--- src/rtl/regs_wb_arb_if.sv ---
// Write-back arbiter bus: EX and long-latency result ports, the register-file
// write port, the ID hazard query and the buffer occupancy.
interface regs_wb_arb_if #(
  parameter int unsigned DEPTH = 4
);
  localparam int unsigned CW = $clog2(DEPTH) + 1;

  logic          ex_wen_i;
  logic [4:0]    ex_waddr_i;
  logic [31:0]   ex_wdata_i;
  logic          lsu_valid_i;
  logic          lsu_ready_o;
  logic [4:0]    lsu_waddr_i;
  logic [31:0]   lsu_wdata_i;
  logic          reg_wen_o;
  logic [4:0]    reg_waddr_o;
  logic [31:0]   reg_wdata_o;
  logic [4:0]    id_raddr1_i;
  logic [4:0]    id_raddr2_i;
  logic          id_stall_o;
  logic [CW-1:0] count_o;

  modport slave (
    input  ex_wen_i, ex_waddr_i, ex_wdata_i,
    input  lsu_valid_i, lsu_waddr_i, lsu_wdata_i,
    input  id_raddr1_i, id_raddr2_i,
    output lsu_ready_o, reg_wen_o, reg_waddr_o, reg_wdata_o,
    output id_stall_o, count_o
  );

  modport master (
    output ex_wen_i, ex_waddr_i, ex_wdata_i,
    output lsu_valid_i, lsu_waddr_i, lsu_wdata_i,
    output id_raddr1_i, id_raddr2_i,
    input  lsu_ready_o, reg_wen_o, reg_waddr_o, reg_wdata_o,
    input  id_stall_o, count_o
  );
endinterface

--- src/rtl/regs_wb_arb.sv ---
// Register-file write-back arbiter: EX results win the single write port,
// long-latency results queue in a small FIFO with WAW kill and ID hazard stall.
module regs_wb_arb #(
  parameter int unsigned DEPTH = 4
) (
  input  logic          clk,
  input  logic          rst,
  regs_wb_arb_if.slave  bus
);
  localparam int unsigned PW = $clog2(DEPTH);
  localparam int unsigned CW = PW + 1;

  logic [PW-1:0] r_wptr;
  logic [PW-1:0] r_rptr;
  logic [CW-1:0] r_count;
  logic          r_occ  [DEPTH];
  logic          r_vld  [DEPTH];
  logic [4:0]    r_addr [DEPTH];
  logic [31:0]   r_data [DEPTH];
  logic          r_wen;
  logic [4:0]    r_waddr;
  logic [31:0]   r_wdata;

  logic          w_ex_sel;
  logic          w_empty;
  logic          w_full;
  logic          w_pop;
  logic          w_ready;
  logic          w_push_acc;
  logic          w_push;
  logic          w_head_vld;
  logic [4:0]    w_head_addr;
  logic [31:0]   w_head_data;
  logic          w_hit1;
  logic          w_hit2;
  logic          w_stall;

  assign w_ex_sel    = bus.ex_wen_i && (bus.ex_waddr_i != 5'd0);
  assign w_empty     = (r_count == CW'(0));
  assign w_full      = (r_count == CW'(DEPTH));
  assign w_pop       = !rst && !w_ex_sel && !w_empty;
  assign w_ready     = !rst && (!w_full || w_pop);
  assign w_push_acc  = bus.lsu_valid_i && w_ready;
  // A zero destination is acknowledged to the LSU but never stored.
  assign w_push      = w_push_acc && (bus.lsu_waddr_i != 5'd0);
  assign w_head_vld  = r_vld[r_rptr];
  assign w_head_addr = r_addr[r_rptr];
  assign w_head_data = r_data[r_rptr];

  // Hazard search over valid live entries, the popping head and the incoming push.
  always_comb begin
    w_hit1 = 1'b0;
    w_hit2 = 1'b0;
    for (int i = 0; i < int'(DEPTH); i++) begin
      if (r_occ[i] && r_vld[i]) begin
        if (r_addr[i] == bus.id_raddr1_i) w_hit1 = 1'b1;
        if (r_addr[i] == bus.id_raddr2_i) w_hit2 = 1'b1;
      end
    end
    if (w_pop && w_head_vld) begin
      if (w_head_addr == bus.id_raddr1_i) w_hit1 = 1'b1;
      if (w_head_addr == bus.id_raddr2_i) w_hit2 = 1'b1;
    end
    if (w_push) begin
      if (bus.lsu_waddr_i == bus.id_raddr1_i) w_hit1 = 1'b1;
      if (bus.lsu_waddr_i == bus.id_raddr2_i) w_hit2 = 1'b1;
    end
  end

  assign w_stall = !rst &&
                   (((bus.id_raddr1_i != 5'd0) && w_hit1) ||
                    ((bus.id_raddr2_i != 5'd0) && w_hit2));

  // FIFO storage: kill first, then pop release, then the push may reuse a freed slot.
  always_ff @(posedge clk) begin
    if (rst) begin
      r_wptr  <= '0;
      r_rptr  <= '0;
      r_count <= '0;
      for (int i = 0; i < int'(DEPTH); i++) begin
        r_occ[i]  <= 1'b0;
        r_vld[i]  <= 1'b0;
        r_addr[i] <= 5'd0;
        r_data[i] <= 32'h0;
      end
    end else begin
      if (w_ex_sel) begin
        for (int i = 0; i < int'(DEPTH); i++) begin
          if (r_occ[i] && (r_addr[i] == bus.ex_waddr_i)) r_vld[i] <= 1'b0;
        end
      end
      if (w_pop) begin
        r_occ[r_rptr] <= 1'b0;
        r_vld[r_rptr] <= 1'b0;
        r_rptr        <= r_rptr + PW'(1);
      end
      if (w_push) begin
        r_occ[r_wptr]  <= 1'b1;
        r_vld[r_wptr]  <= 1'b1;
        r_addr[r_wptr] <= bus.lsu_waddr_i;
        r_data[r_wptr] <= bus.lsu_wdata_i;
        r_wptr         <= r_wptr + PW'(1);
      end
      if (w_push && !w_pop)      r_count <= r_count + CW'(1);
      else if (w_pop && !w_push) r_count <= r_count - CW'(1);
    end
  end

  // Register-file write port, one cycle after source selection.
  always_ff @(posedge clk) begin
    if (rst) begin
      r_wen   <= 1'b0;
      r_waddr <= 5'd0;
      r_wdata <= 32'h0;
    end else if (w_ex_sel) begin
      r_wen   <= 1'b1;
      r_waddr <= bus.ex_waddr_i;
      r_wdata <= bus.ex_wdata_i;
    end else if (w_pop) begin
      r_wen   <= w_head_vld;
      r_waddr <= w_head_addr;
      r_wdata <= w_head_data;
    end else begin
      r_wen   <= 1'b0;
    end
  end

  assign bus.lsu_ready_o = w_ready;
  assign bus.id_stall_o  = w_stall;
  assign bus.reg_wen_o   = r_wen;
  assign bus.reg_waddr_o = r_waddr;
  assign bus.reg_wdata_o = r_wdata;
  assign bus.count_o     = r_count;

endmodule

--- src/flat_wrapper.sv ---
// flat-port wrapper written by rule: the top's interface ports become plain ports
module regs_wb_arb_flat 
#(
  parameter int unsigned DEPTH = 4
)
  (clk, rst, bus_ex_wen_i, bus_ex_waddr_i, bus_ex_wdata_i, bus_lsu_valid_i, bus_lsu_waddr_i, bus_lsu_wdata_i, bus_id_raddr1_i, bus_id_raddr2_i, bus_lsu_ready_o, bus_reg_wen_o, bus_reg_waddr_o, bus_reg_wdata_o, bus_id_stall_o, bus_count_o);
  regs_wb_arb_if #(.DEPTH(DEPTH)) bus_i ();
  input  logic clk;
  input  logic rst;
  input wire logic [$bits(bus_i.ex_wen_i)-1:0] bus_ex_wen_i;
  input wire logic [$bits(bus_i.ex_waddr_i)-1:0] bus_ex_waddr_i;
  input wire logic [$bits(bus_i.ex_wdata_i)-1:0] bus_ex_wdata_i;
  input wire logic [$bits(bus_i.lsu_valid_i)-1:0] bus_lsu_valid_i;
  input wire logic [$bits(bus_i.lsu_waddr_i)-1:0] bus_lsu_waddr_i;
  input wire logic [$bits(bus_i.lsu_wdata_i)-1:0] bus_lsu_wdata_i;
  input wire logic [$bits(bus_i.id_raddr1_i)-1:0] bus_id_raddr1_i;
  input wire logic [$bits(bus_i.id_raddr2_i)-1:0] bus_id_raddr2_i;
  output wire logic [$bits(bus_i.lsu_ready_o)-1:0] bus_lsu_ready_o;
  output wire logic [$bits(bus_i.reg_wen_o)-1:0] bus_reg_wen_o;
  output wire logic [$bits(bus_i.reg_waddr_o)-1:0] bus_reg_waddr_o;
  output wire logic [$bits(bus_i.reg_wdata_o)-1:0] bus_reg_wdata_o;
  output wire logic [$bits(bus_i.id_stall_o)-1:0] bus_id_stall_o;
  output wire logic [$bits(bus_i.count_o)-1:0] bus_count_o;
  assign bus_i.ex_wen_i = bus_ex_wen_i;
  assign bus_i.ex_waddr_i = bus_ex_waddr_i;
  assign bus_i.ex_wdata_i = bus_ex_wdata_i;
  assign bus_i.lsu_valid_i = bus_lsu_valid_i;
  assign bus_i.lsu_waddr_i = bus_lsu_waddr_i;
  assign bus_i.lsu_wdata_i = bus_lsu_wdata_i;
  assign bus_i.id_raddr1_i = bus_id_raddr1_i;
  assign bus_i.id_raddr2_i = bus_id_raddr2_i;
  assign bus_lsu_ready_o = bus_i.lsu_ready_o;
  assign bus_reg_wen_o = bus_i.reg_wen_o;
  assign bus_reg_waddr_o = bus_i.reg_waddr_o;
  assign bus_reg_wdata_o = bus_i.reg_wdata_o;
  assign bus_id_stall_o = bus_i.id_stall_o;
  assign bus_count_o = bus_i.count_o;
  regs_wb_arb #(.DEPTH(DEPTH)) u_core (.clk(clk), .rst(rst), .bus(bus_i));
endmodule
--- config.mk ---
export PLATFORM = sky130hd
export DESIGN_NAME = regs_wb_arb_flat
export DESIGN_NICKNAME = d
export VERILOG_FILES = /design/src/rtl/regs_wb_arb_if.sv /design/src/rtl/regs_wb_arb.sv /design/src/flat_wrapper.sv
export SDC_FILE = /design/constraint.sdc
export NUM_CORES = 1
export LEC_CHECK = 0
export BUFFER_PORTS_ARGS = -buffer_cell sky130_fd_sc_hd__buf_2
export CORE_UTILIZATION = 58
export DETAILED_ROUTE_END_ITERATION = 6
export GPL_ROUTABILITY_DRIVEN = 0
export GPL_TIMING_DRIVEN = 0
export MAX_ROUTING_LAYER = met4
export PLACE_DENSITY = 0.9
export RECOVER_POWER = 50
export SKIP_CTS_REPAIR_TIMING = 1
export SYNTH_ARGS = -nofsm -noshare
export SYNTH_HDL_FRONTEND = slang
export SYNTH_SLANG_ARGS = --single-unit
--- constraint.sdc ---
create_clock -name clk -period 11.23 [get_ports clk]
set_clock_uncertainty 0.15 [all_clocks]
set_input_delay 1.123 -clock clk [delete_from_list [all_inputs] [get_ports clk]]
set_output_delay 1.123 -clock clk [all_outputs]
set_load 0.005 [all_outputs]
; Yosys cells after proc, flatten, opt, wreduce, memory -nomap -nowiden
; Memories as Yosys holds them, arrays and structs flattened. A register that Yosys moved wholly into a read port is not among the register bits.
; Index checks and enable logic that the tools add are counted.
[classes]
muxes = 81
order_cmp = 0
eq_ne = 17
div = 0
add_sub_neg = 4
n_reduce_logical = 40
n_bitwise = 4
shift = 0
multipliers = 0
[ops]
columns = cell, count
row1 = two-way mux 32 bit, 3
row2 = == test 5 bit, 16
row3 = two-way mux 1 bit, 62
row4 = OR reduction 32 bit, 1
row5 = two-way mux 2 bit, 11
row6 = logical AND 1 bit, 20
row7 = nonzero test 5 bit, 4
row8 = two-way mux 5 bit, 3
row9 = zero test 1 bit, 6
row10 = two-way mux 3 bit, 2
row11 = OR reduction 5 bit, 1
row12 = "adder 2 x 1 -> 2 bit, second input constant", 2
row13 = bitwise OR 1 bit, 4
row14 = nonzero test 2 bit, 2
row15 = "adder 3 x 1 -> 3 bit, second input constant", 1
row16 = "== test 3 bit, second input constant", 1
row17 = zero test 3 bit, 1
row18 = OR reduction 1 bit, 3
row19 = "subtractor 3 x 1 -> 3 bit, second input constant", 1
row20 = logical OR 1 bit, 2
[word_totals]
mem_count = 4
latchBits = 0
output_inout_bits = 43
romBits = 0
input_bits = 88
register_bits = 45
ramBits = 156
[mem_list]
columns = name, depth, width, read_ports, rd_ports_with_merged_regs, wr, line
row1 = u_core.r_data, 4, 32, 1, 1, 4, regs_wb_arb.sv:19  ; logic [31:0] r_data [DEPTH];
row2 = u_core.r_addr, 4, 5, 5, 1, 4, regs_wb_arb.sv:18  ; logic [4:0] r_addr [DEPTH];
row3 = u_core.r_occ, 4, 1, 4, 0, 4, regs_wb_arb.sv:16  ; logic r_occ [DEPTH];
row4 = u_core.r_vld, 4, 1, 5, 1, 5, regs_wb_arb.sv:17  ; logic r_vld [DEPTH];

; Depth between registers and ports, before layout
[depth]
ltp_word = 16
depth_mapped = 13

; Worst setup path before layout
; Ideal clock, no wire load.
[synth_timing]
path_kind = input port to flip-flop
from = input port bus_ex_waddr_i[1]
to = memory u_core.r_addr[1][0], enable pin
t_required_ns = 10.597
n_path_buf = 3
arrival_time_ns = 5.038
slack_ns = 5.560
stages = 8
cell_sequence = buf_2 > or2_1 > o41a_1 > buf_6 > a31oi_2 > buf_4 > nand2_2 > o21ai_0
[synth_rtl]
columns = element, line
row1 = "start, declared", flat_wrapper.sv:11  ; input wire logic [$bits(bus_i.ex_waddr_i)-1:0] bus_ex_waddr_i;
row2 = "end, declared", regs_wb_arb.sv:18

; Worst setup path in the final report
[layout_timing]
from = input port bus_ex_waddr_i[1]
to = output port bus_id_stall_o
[layout_between]
elab_chain_cells = 13
[layout_lines]
columns = element, line
row1 = nonzero test 5 bit (*), regs_wb_arb.sv:38  ; assign w_ex_sel = bus.ex_wen_i && (bus.ex_waddr_i != 5'd0);
row2 = logical AND 1 bit (*), regs_wb_arb.sv:38
row3 = zero test 1 bit (*), regs_wb_arb.sv:41  ; assign w_pop = !rst && !w_ex_sel && !w_empty;
row4 = logical AND 1 bit (*) (2 in series), regs_wb_arb.sv:41
row5 = logical OR 1 bit, regs_wb_arb.sv:42  ; assign w_ready = !rst && (!w_full || w_pop);
row6 = logical AND 1 bit, regs_wb_arb.sv:42
row7 = logical AND 1 bit, regs_wb_arb.sv:43  ; assign w_push_acc = bus.lsu_valid_i && w_ready;
row8 = logical AND 1 bit, regs_wb_arb.sv:45  ; assign w_push = w_push_acc && (bus.lsu_waddr_i != 5'd0);
row9 = two-way mux 1 bit, regs_wb_arb.sv:64  ; if (w_push) begin
row10 = logical AND 1 bit (on tied branches), "regs_wb_arb.sv:71, regs_wb_arb.sv:72"
row11 = logical OR 1 bit (*), regs_wb_arb.sv:71  ; (((bus.id_raddr1_i != 5'd0) && w_hit1) ||
row12 = logical AND 1 bit (*), regs_wb_arb.sv:70  ; assign w_stall = !rst &&
row13 = "end, declared", flat_wrapper.sv:22  ; output wire logic [$bits(bus_i.id_stall_o)-1:0] bus_id_stall_o;
; Mark *: on every way between the ends. The rest lies on a longest branch, timed or not.

==> out/summary.txt <==
status = finished with violations
failing checks = capacitance limit, slew limit
crit path DAT = 4190 ps
Syn Area/Cell = 13.0 um2
FF+latch count, synth = 203
worst stage delay on the critical path = 1520 ps
peak supply drop = 0.133 mV
post-synthesis sequential area ratio = 0.559
sequential power share = 0.464
Cell Int Power = 1.43 mW
total CTS buffers = 21
number of fill cells = 1095
Reg area = 0.00555 mm2
Clk pwr share = 0.357
P_sw = 0.531 mW
Critical Path End Type = output port
post-synthesis xor/xnor area fraction = 0.0742
initial antenna violation count = 1
Max-cap violations = 2
dpl ws = 6550 ps
setup TNS = 0 ps
first-pass GRT wire length = 39500 um
IO buf count = 114
DRT antenna net count = 0
Worst Hold Depth = 2
Yosys warning total = 0
clock latency on the worst-skew pair = 500 ps
Total Routed Length = 25700 um
Clock Sinks = 203
Synth Instances = 765
Setup Crit Path Kind = primary input to output port
CP Launch Type = primary input
Synth Area in Compound Gates = 0.0478
R2R depth = 6
Synth area leader = edfxtp_1
endpoints failing hold = 0
largest net degree at the start of global routing = 38
Residual DRC = 0
die area = 0.0176 mm2
Die W = 133 um
top-count cell post-synth = edfxtp_1
area of the multi-input gates = 0.00404 mm2
total gr overflow = 0
unrepaired setup endpoints after global routing = no
worst slew pin tran = 2180 ps
CTS tree = built
Slowest-stage cell, CP = o41ai_1
Max Slew Vio Count = 23
clk slew on worst S/H paths = 70 ps
power per cell area = 172 mW/mm2
Critical Path Fanout Max = 10
Top FF cell, synth = edfxtp_1
WL/cell = 22.6 um
Synth area leaders = edfxtp_1 45%, dfxtp_1 11%, and2_1 9.1%, mux4_2 8.6%, xor2_1 4.5%
logic gate share of total power = 0.180
LEAKAGE = 4.24 nW
crit path cell chain = buf_2, or2_1, o41ai_1, nand3_1, nor3_1, a211oi_1, o22ai_1, buf_2
H-tree levels = 1
FMAX = 183 MHz
GRT Util Overall = 0.307
First DRT Iteration DRCs = 642
Slew HR = -0.466
Net Sw Frac = 0.271
adder-cell area share of the yosys netlist = 0.0134
Critical Path Most Common Cell = buf_2
total number of vias = 6935
fraction of registers with async set/reset = 0
Initial Utilization = 0.596
type of the tightest min-delay check = register to register
Post-DP HPWL = 16800 um
Crit path required time = 9960 ps
Vias per Instance = 6.08
Worst path depth = 8
share of cells above drive strength 1 = 0.199
clk root buf = clkbuf_16
Top Ports = 131
final setup fails = 0
drt pass-1 iters = 5
Rows = 47
Period minus WS final = 5460 ps
Buf/Inv on CP = 2
mux cell area share after synthesis = 0.125
Commonest cells post-synth = 148 x edfxtp_1, 144 x and2_1, 55 x dfxtp_1
Final WS setup = 5770 ps
simple-gate share of the synthesized area = 0.149
clock buffer depth = 3
post-route clock period utilization = 0.487
vias in the first global route = 7069
DIE HEIGHT = 133 um
Worst path top cell family by delay = compound AO/OA/AOI/OAI gates
main combinational cell family by area after synthesis = simple AND/OR/NAND/NOR gates
Final nets = 1002
Post-synth EDFFs = 148
Synth Cell Area = 0.00991 mm2
core area = 0.0166 mm2
Syn Nets = 863
top cell type's share of synthesized area = 0.448
Unique masters post-synth = 46
Area Overhead vs Synth = 15.0%
worst reg2reg max path, delay by kind of cell, from the launching register on:
kind / cells / cell delay (ps)
AO/OA/AOI/OAI: 2 / 1950
buffers and inverters: 2 / 820
flip-flops: 1 / 450
AND/OR/NAND/NOR: 2 / 390
layout make-up:
type / instances / share of cell area
timing repair buffer: 116 / 0.0518
clock buffer: 30 / 0.0536
antenna: 1 / 0.000220
inverter: 8 / 0.00263
buffer: 58 / 0.0206
clock inverter: 8 / 0.00648
tap: 220 / 0.0241
multi-input combinational: 496 / 0.354
sequential: 203 / 0.486
placed cells by master (no fill, tap or decap), drive strengths merged, types with 33 or more instances in the layout:
master  synthesis  layout
a211oi         35      35
edfxtp        148     148
clkbuf         42      96
nor2           51      51
xnor2          33      33
xor2           51      51
mux2i          38      38
and2          144     144
dfxtp          55      55
mux4           38      38
buf            16     108
sequential cells by signal, indices dropped and copies added, names as in the netlist, 3 cells and up, named ones only:
name and count:
u_core.r_vld 4, u_core.r_data 128, u_core.bus.count_o 3, u_core.bus.reg_wdata_o 32, u_core.r_occ 4, u_core.r_addr 20, u_core.bus.reg_waddr_o 5
metal layers:
metal,GRT usage,vias up,routed length [um]
met3,0.0521,104,2180
li1,-,3041,-
met2,0.487,414,12300
met5,-,-,0
met4,0.152,0,1330
met1,0.384,3376,9870
power groups by stage:
stage / registers (mW) / logic, mW / clock network [mW]
final: 0.907 / 0.352 / 0.698
after CTS: 0.906 / 0.358 / 0.694
after floorplan: 0.911 / 0.241 / 0
after global routing: 0.912 / 0.377 / 0.722
after detailed placement: 0.920 / 0.353 / 0
after global placement: 0.919 / 0.339 / 0
path summary, 6_finish.rpt:
kind / to / startpoint / slack, ps
max: bus_id_stall_o / bus_ex_waddr_i[1] / 5770
min: u_core.bus.reg_wdata_o[7] / u_core.bus.reg_wdata_o[7] / 400
max reg2reg: u_core.r_data[1][15] / u_core.bus.count_o[0] / 7140
min reg2reg: u_core.bus.reg_wdata_o[7] / u_core.bus.reg_wdata_o[7] / 400
cell families after synthesis:
kind of cell | Yosys count
xor gates and xnor gates | 84
muxes | 76
adders and majority gates | 10
DFF | 203
AOI/OAI and AO/OA | 65
buffers and inverters | 66
and+or+nand+nor | 261
stage by stage:
step | std cells | hold slack [ps] | instance area, um2 | utilization | power (mW)
after floorplan | 765 | 317 | 9910 | - | 1.15
after global placement | 1099 | 370 | 10800 | 0.646 | 1.26
after detailed placement | 1101 | 383 | 10800 | 0.650 | 1.27
after CTS | 1139 | 407 | 11500 | 0.691 | 1.96
after global routing | 1140 | 420 | 11400 | 0.685 | 2.01
final | 1140 | 404 | 11400 | 0.685 | 1.96
Note: power is estimated with default switching activity, not from simulation.
